File: src/rtl/seq_detect_pkg.sv
// ============================================================================
// Module  : seq_detect_pkg
// Brief   : Shared state encoding and default parameters for seq_detect_ctrl.
// Revision: 1.0 - initial release
// ============================================================================
`default_nettype none

package seq_detect_pkg;

  localparam int DEF_MAX_LEN = 8;
  localparam int DEF_WIN_W   = 16;
  localparam int DEF_CNT_W   = 8;

  // One-hot, same style as the fixed-pattern detectors this block replaces.
  localparam logic [2:0] ST_IDLE = 3'b001;
  localparam logic [2:0] ST_RUN  = 3'b010;
  localparam logic [2:0] ST_DONE = 3'b100;

endpackage

`default_nettype wire

File: src/rtl/component_flop.sv
// ============================================================================
// Module  : component_flop
// Brief   : Enabled register with synchronous active-low reset to RST_VAL.
// Revision: 1.0 - initial release
// ============================================================================
`default_nettype none

module component_flop #(
  parameter int               WIDTH   = 1,
  parameter logic [WIDTH-1:0] RST_VAL = '0
) (
  input  logic             clk,
  input  logic             rst_n,
  input  logic             valid_in,
  input  logic [WIDTH-1:0] d,
  output logic [WIDTH-1:0] q
);

  logic [WIDTH-1:0] r_q;

  always_ff @(posedge clk) begin
    if (!rst_n) begin
      r_q <= RST_VAL;
    end else if (valid_in) begin
      r_q <= d;
    end
  end

  assign q = r_q;

endmodule

`default_nettype wire

File: src/rtl/seq_detect_ctrl.sv
// ============================================================================
// Module  : seq_detect_ctrl
// Brief   : Run-time programmable serial pattern detector with window/stop.
// Revision: 1.0 - initial release
// ============================================================================
`default_nettype none

module seq_detect_ctrl
  import seq_detect_pkg::*;
#(
  parameter int MAX_LEN = DEF_MAX_LEN,
  parameter int LEN_W   = $clog2(MAX_LEN) + 1,
  parameter int WIN_W   = DEF_WIN_W,
  parameter int CNT_W   = DEF_CNT_W
) (
  input  logic               clk,
  input  logic               rst_n,
  input  logic [MAX_LEN-1:0] cfg_pattern,
  input  logic [LEN_W-1:0]   cfg_len,
  input  logic               cfg_overlap,
  input  logic [WIN_W-1:0]   cfg_window,
  input  logic               start,
  input  logic               stop,
  input  logic               data_valid,
  input  logic               data_in,
  output logic               busy,
  output logic               done,
  output logic               match,
  output logic [CNT_W-1:0]   match_count,
  output logic               err
);

  logic [2:0]         r_state;
  logic [2:0]         w_state_next;
  logic [MAX_LEN-1:0] r_pat;
  logic [LEN_W-1:0]   r_len;
  logic               r_overlap;
  logic [WIN_W-1:0]   r_window;
  logic [MAX_LEN-1:0] r_shift;
  logic [LEN_W-1:0]   r_fill;
  logic [WIN_W-1:0]   r_bits;

  logic               w_len_ok;
  logic               w_start_ok;
  logic               w_start_err;
  logic               w_run_bit;
  logic [MAX_LEN-1:0] w_shift_next;
  logic [LEN_W-1:0]   w_fill_next;
  logic [WIN_W-1:0]   w_bits_next;
  logic [MAX_LEN-1:0] w_mask;
  logic               w_hit;
  logic               w_win_end;

  component_flop #(
    .WIDTH   (3),
    .RST_VAL (ST_IDLE)
  ) u_state_flop (
    .clk      (clk),
    .rst_n    (rst_n),
    .valid_in (1'b1),
    .d        (w_state_next),
    .q        (r_state)
  );

  assign w_len_ok    = (cfg_len != '0) && (cfg_len <= LEN_W'(MAX_LEN));
  assign w_start_ok  = start && ((r_state == ST_IDLE) || (r_state == ST_DONE)) && w_len_ok;
  assign w_start_err = start && !w_start_ok;
  // stop wins over a coincident valid bit
  assign w_run_bit   = (r_state == ST_RUN) && data_valid && !stop;

  assign w_shift_next = (r_shift << 1) | MAX_LEN'(data_in);
  assign w_fill_next  = (r_fill == LEN_W'(MAX_LEN)) ? r_fill : r_fill + LEN_W'(1);
  assign w_bits_next  = r_bits + WIN_W'(1);
  assign w_win_end    = (r_window != '0) && (w_bits_next == r_window);

  always_comb begin
    w_mask = '0;
    for (int i = 0; i < MAX_LEN; i++) begin
      w_mask[i] = (LEN_W'(i) < r_len);
    end
  end

  assign w_hit = (w_fill_next >= r_len) && ((w_shift_next & w_mask) == (r_pat & w_mask));

  always_comb begin
    w_state_next = r_state;
    case (r_state)
      ST_IDLE, ST_DONE: if (w_start_ok) w_state_next = ST_RUN;
      ST_RUN:           if (stop || (w_run_bit && w_win_end)) w_state_next = ST_DONE;
      default:          w_state_next = ST_IDLE;
    endcase
  end

  always_ff @(posedge clk) begin
    if (!rst_n) begin
      busy        <= 1'b0;
      done        <= 1'b0;
      match       <= 1'b0;
      err         <= 1'b0;
      match_count <= '0;
      r_pat       <= '0;
      r_len       <= '0;
      r_overlap   <= 1'b0;
      r_window    <= '0;
      r_shift     <= '0;
      r_fill      <= '0;
      r_bits      <= '0;
    end else begin
      busy  <= (w_state_next == ST_RUN);
      done  <= (w_state_next == ST_DONE);
      match <= 1'b0;
      err   <= w_start_err;
      if (w_start_ok) begin
        r_pat       <= cfg_pattern;
        r_len       <= cfg_len;
        r_overlap   <= cfg_overlap;
        r_window    <= cfg_window;
        r_shift     <= '0;
        r_fill      <= '0;
        r_bits      <= '0;
        match_count <= '0;
      end else if (w_run_bit) begin
        r_shift <= w_shift_next;
        r_fill  <= w_fill_next;
        r_bits  <= w_bits_next;
        if (w_hit) begin
          match <= 1'b1;
          if (match_count != '1) match_count <= match_count + CNT_W'(1);
          // non-overlap: the matched bits may not seed the next match
          if (!r_overlap) begin
            r_shift <= '0;
            r_fill  <= '0;
          end
        end
      end
    end
  end

endmodule

`default_nettype wire

File: config.mk
export PLATFORM = sky130hd
export DESIGN_NAME = seq_detect_ctrl
export DESIGN_NICKNAME = d
export VERILOG_FILES = /design/src/rtl/seq_detect_pkg.sv /design/src/rtl/component_flop.sv /design/src/rtl/seq_detect_ctrl.sv
export SDC_FILE = /design/constraint.sdc
export NUM_CORES = 1
export LEC_CHECK = 0
export BUFFER_PORTS_ARGS = -buffer_cell sky130_fd_sc_hd__buf_2
export CAP_MARGIN = 20
export CORE_MARGIN = 2
export CORE_UTILIZATION = 62
export CTS_BUF_LIST = sky130_fd_sc_hd__clkbuf_16
export DETAILED_ROUTE_END_ITERATION = 6
export PLACE_DENSITY = 0.85
export SETUP_SLACK_MARGIN = 0.02
export SYNTH_ARGS = -nofsm -noshare
export SYNTH_HDL_FRONTEND = slang
export SYNTH_SLANG_ARGS = --single-unit
export TNS_END_PERCENT = 100
File: constraint.sdc
create_clock -name clk -period 4.5 [get_ports clk]
set_input_delay 1.35 -clock clk [delete_from_list [all_inputs] [get_ports clk]]
set_output_delay 1.35 -clock clk [all_outputs]
set_load 0.005 [all_outputs]
==> results of run 1 <==
kinds of logic after synthesis:
family,Yosys count
adders and majority gates,8
DFF,71
buffers and inverters,26
AOI/OAI and AO/OA,52
xor gates and xnor gates,52
muxes,31
and+or+nand+nor,156
final timing paths:
| check | from | to | slack, ps | cells after the start |
|---|---|---|---|---|
| setup / recovery | stop | match_count[3] | 1200 | 7 |
| hold / removal | match_count[6] | match_count[6] | 500 | 2 |
| setup reg to reg | r_fill[0] | r_shift[4] | 1700 | 12 |
| hold reg to reg | match_count[6] | match_count[6] | 500 | 2 |
cells in the final DEF, fill, tap and decap left out, types with 2 or more instances in the layout:
cell type and instances:
dfxtp_1 71, nor2_1 66, buf_2 46, xnor2_1 31, mux2i_1 31, nand2_1 22
xor2_1 21, nand3_1 15, inv_1 13, a21oi_1 12, nor4_1 11, a22o_1 11
clkbuf_16 9, ha_1 8, nand4_1 7, nor3_1 6, o21ai_0 6, or4_1 6
nand2b_1 4, or2_2 4, o31ai_1 4, buf_4 4, and2_1 3, a31oi_1 3
clkinv_2 3, nand3b_1 2, a21boi_0 2, nor2b_1 2, nand4b_1 2, a211oi_1 2
a31o_2 2
cells in the mapped netlist, types with 3 or more instances:
| cell type | count | area (sq um) |
|---|---|---|
| or2_2 | 4 | 25.0 |
| nand2b_1 | 4 | 25.0 |
| nor4_1 | 11 | 68.8 |
| and2_1 | 3 | 18.8 |
| a22o_1 | 11 | 96.3 |
| nor2_1 | 67 | 251 |
| clkbuf_1 | 10 | 37.5 |
| nand3_1 | 15 | 75.1 |
| xor2_1 | 21 | 184 |
| xnor2_1 | 31 | 272 |
| o21ai_0 | 6 | 30.0 |
| nor3_1 | 6 | 30.0 |
| ha_1 | 8 | 100 |
| o31ai_1 | 4 | 30.0 |
| buf_2 | 4 | 20.0 |
| dfxtp_1 | 71 | 1420 |
| mux2i_1 | 31 | 310 |
| nand4_1 | 7 | 43.8 |
| or4_1 | 6 | 45.0 |
| a21oi_1 | 12 | 60.1 |
| a31oi_1 | 3 | 18.8 |
| nand2_1 | 22 | 82.6 |
| inv_1 | 11 | 41.3 |
worst max-delay path: cells and delay by family:
kind,cells,cell delay (ps)
buf+inv,1,110
mux,1,210
simple gates,4,1520
compound gates,1,370
metal layers:
metal  track usage, %  vias up
met3             4.98       13
met1             34.3     1407
li1                 -     1488
met2             42.0      105
met4             14.0        0
met5                0        -
power by group:
group	total (W)	internal [W]	leakage, nW	switching, W
clock network	0.000672	0.000420	0.149	0.000252
logic	0.000143	0.0000633	0.861	0.0000793
registers	0.000664	0.000647	0.576	0.0000176
metrics by stage:
| step | area [sq um] | cells | total power, W |
|---|---|---|---|
| floorplan | 3540 | 396 | 0.000775 |
| global placement | 3830 | 503 | 0.000811 |
| detailed placement | 3830 | 503 | 0.000817 |
| CTS | 4110 | 519 | 0.00149 |
| global route | 4110 | 519 | 0.00153 |
| finish | 4110 | 519 | 0.00148 |
area by class of cell:
cell class | count | area, sq um | share of cell area [%]
multi-input combinational | 299 | 2010 | 49.0
clock buffer | 9 | 225 | 5.48
inverter | 11 | 41.3 | 1.00
timing repair buffer | 50 | 260 | 6.33
clock inverter | 7 | 56.3 | 1.37
sequential | 71 | 1420 | 34.6
tap | 72 | 90.1 | 2.19
registers in the layout, indices dropped and copies added, names as in the netlist:
signal	cells
busy	1
done	1
err	1
match	1
match_count	8
r_bits	16
r_fill	4
r_len	4
r_overlap	1
r_pat	8
r_shift	7
r_window	16
u_state_flop.q	3
==> results.json, run 1 <==
{
  "synth-main-ff-cell": "dfxtp_1",
  "netlist_area_sq_mm": 0.00354,
  "drive_gt1_share_pct": 16.6,
  "drc": 0,
  "dp_hpwl_mm": 5.36,
  "worstHoldPathType": "reg -> reg",
  "final.setup.worst_slack_ps": 1200,
  "core-area_sq_mm": 0.00551,
  "power.density_mw_per_mm2": 360,
  "syn_to_final_growth_pct": 16.1,
  "crit_type": "in -> reg",
  "ant_nets": 0,
  "grt_pass1_vias": 2889,
  "async_flop_share_pct": 0,
  "place_worst_setup_slack_ps": 891,
  "synth_xor_area_share_pct": 12.9,
  "routed_wl_mm": 7.75,
  "wl_per_cell_um": 14.9,
  "slew_headroom_pct": 47.4,
  "syn_nets": 439,
  "chipHeight_um": 79.5,
  "worst_ep_required_time_ps": 4760,
  "clock_skew_ps": 8.71,
  "h-tree-depth": 3,
  "max-clock-path-buffers": 2,
  "ys_ff_latch": 71,
  "grt_usage_pct": 26.5,
  "min_period_ps": 3300,
  "grt_max_degree": 31,
  "viasPerCell": 5.81,
  "ys_types": 45,
  "route.met3.wl_um": 476,
  "ios": 47,
  "synth.avg_cell_area_sq_um": 8.94,
  "hold_ws_ps": 497,
  "rows": 27,
  "fin_nets": 485,
  "firstDrtPassIters": 5,
  "cts_resized": 0,
  "status": "completed",
  "fmax_ghz": 0.303,
  "final_hold_viol_count": 0,
  "p_leak_nw": 1.59,
  "cts_num_sinks": 71,
  "netlist_instances": 396,
  "setup_tns_ps": 0,
  "dr_total_vias": 3013,
  "synth.area.mux_share_pct": 8.77,
  "met1_length_mm": 3.53,
  "rsz0062_at_grt": "no",
  "fill_cells": 395,
  "antenna_found_initial": 0,
  "post-route-period-util_pct": 73.4,
  "antennaDiodeCount": 0,
  "cts_tree": "done",
  "grt_overflow": 0,
  "yosysSeqAreaShare_pct": 40.2,
  "max_cap_violations": 0,
  "vdd_drop_max_v": 0.000301,
  "fp.dieW_um": 79.5,
  "finalMaxSlewViolations": 0,
  "cp.arrival_ps": 3570,
  "wl_met2_mm": 3.60,
  "worst_slew_pin_slew_ps": 782,
  "synth_top_family_by_area": "simple AND/OR/NAND/NOR gates",
  "yosysWarnings": 0,
  "gp_congestion": 0.889,
  "root_buffer": "clkbuf_16",
  "synth_edf_count": 0,
  "startpoint_type": "input pin",
  "cp-end-kind": "register",
  "highest_layer": "met4",
  "synthAdderAreaFrac_pct": 2.83,
  "path_max_fanout": 15,
  "postCtsSetupRepairBufs": 0,
  "postLayoutCoreUtil_pct": 74.6,
  "path_cells": "buf_2 > nor4b_2 > and2_1 > o21ai_0 > nor4_1 > nor3b_1 > mux2i_1",
  "cp_slowest_cell": "and2_1",
  "cts_buffers": 9,
  "drt_iter0_drc": 265,
  "io_buffers": 46,
  "synthSimpleGateAreaFrac_pct": 21.5,
  "grt_first_pass_wirelength_mm": 13.2,
  "insertion_delay_ps": 330,
  "start_util_pct": 64.3,
  "slowest_delay_ps": 550,
  "path_clk_slew_ps": 60,
  "cts-hold-fix-buffers": 0,
  "synth_compound_area_share_pct": 10.7,
  "finalSetupViolCount": 0,
  "die_area_sq_mm": 0.00633
}
(Power assumes the default switching activity.)
==> inputs of run 2 (changes only) <==
--- a/config.mk
+++ b/config.mk
@@ -8,10 +8,10 @@
 export BUFFER_PORTS_ARGS = -buffer_cell sky130_fd_sc_hd__buf_2
 export CAP_MARGIN = 20
 export CORE_MARGIN = 2
-export CORE_UTILIZATION = 62
+export CORE_UTILIZATION = 57
 export CTS_BUF_LIST = sky130_fd_sc_hd__clkbuf_16
 export DETAILED_ROUTE_END_ITERATION = 6
-export PLACE_DENSITY = 0.85
+export PLACE_DENSITY = 0.79
 export SETUP_SLACK_MARGIN = 0.02
 export SYNTH_ARGS = -nofsm -noshare
 export SYNTH_HDL_FRONTEND = slang
==> constraint.sdc (replaced) <==
create_clock -name clk -period 3.3 [get_ports clk]
set_input_delay 0.99 -clock clk [delete_from_list [all_inputs] [get_ports clk]]
set_output_delay 0.99 -clock clk [all_outputs]
set_load 0.005 [all_outputs]
==> results.json, run 2 (synthesis gave the netlist of run 1 again) <==
{
  "design_area_sq_mm": 0.00410,
  "cp-end-kind": "register",
  "cts_num_sinks": 71,
  "grt_overflow": 0,
  "grt_max_degree": 31,
  "dr_total_vias": 2972,
  "worstHoldPathType": "reg -> reg",
  "place_area_sq_mm": 0.00384,
  "grt_first_pass_wirelength_mm": 13.0,
  "antennaDiodeCount": 0,
  "postCtsSetupRepairBufs": 0,
  "cp.arrival_ps": 3060,
  "critical_path.n_buffers_inverters": 1,
  "cp.depth": 12,
  "path_max_fanout": 13,
  "drt_iter0_drc": 192,
  "io_buffers": 46,
  "setup_tns_ps": 0,
  "drc": 0,
  "crit_type": "reg -> reg",
  "antenna_found_initial": 0,
  "routed_wl_mm": 7.76,
  "reg_top3": "r_bits (16), r_window (16)",
  "max_cap_violations": 0,
  "slowest_delay_ps": 470,
  "path_cells": "inv_1 > ha_1 > nand2_1 > nor2_1 > xnor2_1 > ha_1 > nand2b_1 > a21oi_1 > o21a_1 > or3_4 > o311a_1 > a22o_1",
  "slew_headroom_pct": 47.9,
  "viasPerCell": 5.68,
  "final_common_cell": "dfxtp_1",
  "postLayoutCoreUtil_pct": 68.8,
  "syn_to_final_growth_pct": 15.8,
  "vdd_drop_max_v": 0.000447,
  "startpoint_type": "register",
  "worst_ep_required_time_ps": 3520,
  "power.density_mw_per_mm2": 475,
  "gp_congestion": 0.865,
  "drive_gt1_share_pct": 16.5,
  "fin_cells": 523,
  "final_hold_viol_count": 0,
  "min_path_cells": 2,
  "crit_top_cell": "ha_1",
  "cts-hold-fix-buffers": 0,
  "rows": 28,
  "fin_nets": 486,
  "ant_nets": 0,
  "max-clock-path-buffers": 2,
  "post-place-cells": 507,
  "die_area_sq_mm": 0.00685,
  "firstDrtPassIters": 4,
  "r2r.worst_path.cells": 12,
  "dp_hpwl_mm": 5.42,
  "final_cell_mix": "71 x dfxtp_1, 66 x nor2_1, 46 x buf_2",
  "finalSetupViolCount": 0,
  "root_buffer": "clkbuf_16",
  "cts_tree": "done",
  "clock_skew_ps": 3.90,
  "min_period_ps": 2840,
  "fin_total_pwr_w": 0.00195,
  "start_util_pct": 59.4,
  "cp_slowest_cell": "o311a_1",
  "cts_resized": 0,
  "fmax_ghz": 0.352,
  "cts_buffers": 9,
  "p_leak_nw": 1.57,
  "insertion_delay_ps": 330,
  "chipHeight_um": 82.8,
  "post-route-period-util_pct": 86.1,
  "ios": 47,
  "rsz0062_at_grt": "no",
  "path_clk_slew_ps": 60,
  "grt_usage_pct": 25.1,
  "grt_pass1_vias": 2784,
  "fp.dieW_um": 82.8,
  "h-tree-depth": 3,
  "worst_slew_pin_slew_ps": 779,
  "finalMaxSlewViolations": 0,
  "core-area_sq_mm": 0.00596,
  "status": "completed",
  "crit_family": "compound AO/OA/AOI/OAI gates",
  "wl_per_cell_um": 14.8
}
[run 2: metal layers]
layer | global-route usage [%] | part of all wire (%) | vias up
met1 | 31.9 | 47 | 1393
met2 | 40.6 | 47 | 87
li1 | - | - | 1486
met5 | 0 | 0 | -
met4 | 7.38 | 0.95 | 0
met3 | 8.23 | 5.8 | 6
[run 2: power by group]
part	internal, W	total (W)	switching (W)
Clock	0.000494	0.000846	0.000352
Combinational	0.0000864	0.000193	0.000107
Sequential	0.000881	0.000906	0.0000243
[run 2: worst reg2reg max path, stage by stage (launching register included)]
cell,delay [ps]
dfxtp_1,380
inv_1,90
ha_1,200
nand2_1,80
nor2_1,50
xnor2_1,150
ha_1,280
nand2b_1,90
a21oi_1,60
o21a_1,190
or3_4,450
o311a_1,470
a22o_1,250
[run 2: layout make-up]
class	count	area, sq um
Multi-Input combinational cell	299	2010
Fill cell	499	1860
Sequential cell	71	1420
Timing Repair Buffer	51	268
Clock buffer	9	225
Tap cell	75	93.8
Inverter	11	41.3
Clock inverter	7	32.5
[run 2: stage by stage]
stage	setup WS [ps]	hold slack [ps]
floorplan	718	461
global placement	492	479
detailed placement	415	489
CTS	463	497
global route	298	519
finish	460	496
[run 2: final timing paths]
check | slack (ps) | to | start
worst max-delay path | 460 | r_shift[6] | r_fill[0]
worst min-delay path | 500 | match_count[6] | match_count[6]
worst max register to register | 460 | r_shift[6] | r_fill[0]
worst min register to register | 500 | match_count[6] | match_count[6]
==> inputs of run 3 (changes only) <==
--- a/config.mk
+++ b/config.mk
@@ -11,7 +11,7 @@
 export CORE_UTILIZATION = 57
 export CTS_BUF_LIST = sky130_fd_sc_hd__clkbuf_16
 export DETAILED_ROUTE_END_ITERATION = 6
-export PLACE_DENSITY = 0.79
+export PLACE_DENSITY_LB_ADDON = 0.08
 export SETUP_SLACK_MARGIN = 0.02
 export SYNTH_ARGS = -nofsm -noshare
 export SYNTH_HDL_FRONTEND = slang
==> results.json, run 3 (synthesis gave the netlist of run 1 again) <==
{
  "cp_slowest_cell": "o311a_1",
  "die_area_sq_mm": 0.00685,
  "dp_hpwl_mm": 5.47,
  "grt_usage_pct": 23.9,
  "core-area_sq_mm": 0.00596,
  "root_buffer": "clkbuf_16",
  "fill_cells": 503,
  "start_util_pct": 59.4,
  "fin_nets": 486,
  "final_cell_mix": "71 x dfxtp_1, 66 x nor2_1, 46 x buf_2",
  "post-route-period-util_pct": 87.7,
  "insertion_delay_ps": 330,
  "postLayoutCoreUtil_pct": 68.8,
  "max_cap_violations": 0,
  "rows": 28,
  "design_area_sq_mm": 0.00410,
  "grt_overflow": 0,
  "rrSetupSlack_ps": 410,
  "clock_skew_ps": 5.39,
  "path_clk_slew_ps": 60,
  "slew_headroom_pct": 46.1,
  "min_period_ps": 2890,
  "antenna_found_initial": 0,
  "slowest_delay_ps": 490,
  "syn_to_final_growth_pct": 15.8,
  "cts_tree": "done",
  "io_buffers": 46,
  "antennaDiodeCount": 0,
  "chipHeight_um": 82.8,
  "cts_buffers": 9,
  "grt_pass1_vias": 2668,
  "crit_top_cell": "ha_1",
  "h-tree-depth": 3,
  "grt_max_degree": 31,
  "power.density_mw_per_mm2": 472,
  "ios": 47,
  "ant_nets": 0,
  "finalSetupViolCount": 0,
  "max-clock-path-buffers": 2,
  "status": "completed",
  "worst_slew_pin_slew_ps": 806,
  "cts_resized": 0,
  "path_max_fanout": 13,
  "viasPerCell": 5.60,
  "post-place-cells": 507,
  "routed_wl_mm": 7.59,
  "worstHoldPathType": "reg -> reg",
  "grt_first_pass_wirelength_mm": 12.4,
  "dr_total_vias": 2928,
  "cp.arrival_ps": 3110,
  "cp-end-kind": "register",
  "vdd_drop_max_v": 0.000361,
  "drc": 0,
  "final_common_cell": "dfxtp_1",
  "startpoint_type": "register",
  "final_hold_viol_count": 0,
  "finalMaxSlewViolations": 0,
  "fin_cells": 523,
  "wl_per_cell_um": 14.5,
  "drive_gt1_share_pct": 16.5,
  "cts_num_sinks": 71,
  "setup_tns_ps": 0,
  "drt_iter0_drc": 183,
  "place_area_sq_mm": 0.00384,
  "reg_top3": "r_bits (16), r_window (16)",
  "firstDrtPassIters": 4,
  "path_cells": "inv_1 > ha_1 > nand2_1 > nor2_1 > xnor2_1 > ha_1 > nand2b_1 > a21oi_1 > o21a_1 > or3_4 > o311a_1 > a22o_1",
  "p_leak_nw": 1.57,
  "crit_type": "reg -> reg",
  "gp_congestion": 0.881,
  "postCtsSetupRepairBufs": 0,
  "fmax_ghz": 0.346,
  "worst_ep_required_time_ps": 3510,
  "fin_total_pwr_w": 0.00193,
  "cts-hold-fix-buffers": 0,
  "fp.dieW_um": 82.8,
  "rsz0062_at_grt": "no"
}
run 3: cell counts in the layout (fill, tap and decap cells not counted):
Identical to the previous run, type by type.
run 3: final timing paths:
path                   from              to  depth (start not counted)
max reg2reg       r_fill[0]       r_fill[3]                         12
min reg2reg  match_count[5]  match_count[5]                          2
max               r_fill[0]       r_fill[3]                         12
min          match_count[5]  match_count[5]                          2
run 3: area by class of cell:
cell class	count	area [sq um]	area share, %
multi-input cells	299	2010	49.2
repair buffers	51	268	6.54
well taps	75	93.8	2.29
clock inverters	7	32.5	0.794
flip-flops and latches	71	1420	34.7
clock buffers	9	225	5.50
inverters	11	41.3	1.01
run 3: power breakdown:
group,switching [W],total [W],internal (W)
combinational,0.000106,0.000192,0.0000864
clock,0.000343,0.000837,0.000494
sequential,0.0000235,0.000905,0.000882
total,0.000472,0.00193,0.00146
run 3: metal layers:
layer	vias up	global-route usage [%]	part of all wire [%]	routed length, um
met1	1338	33.9	50	3760
met5	-	0	0	0
li1	1492	-	-	-
met2	90	35.7	43	3260
met4	0	8.20	0.94	71
met3	8	5.41	6.5	494
run 3: critical path: cells and delay by family, from the launching register on:
| family | cells | cell delay, ps |
|---|---|---|
| xor+xnor | 1 | 150 |
| buf+inv | 1 | 90 |
| simple gates | 4 | 670 |
| compound gates | 4 | 1010 |
| fa+ha+maj | 2 | 480 |
| flops | 1 | 380 |
run 3: stage by stage:
stage,setup WS (ps),hold WS [ps]
6_report,406,498
5_1_grt,233,520
3_3_place_gp,470,479
3_5_place_dp,446,487
4_1_cts,417,499
2_1_floorplan,718,461
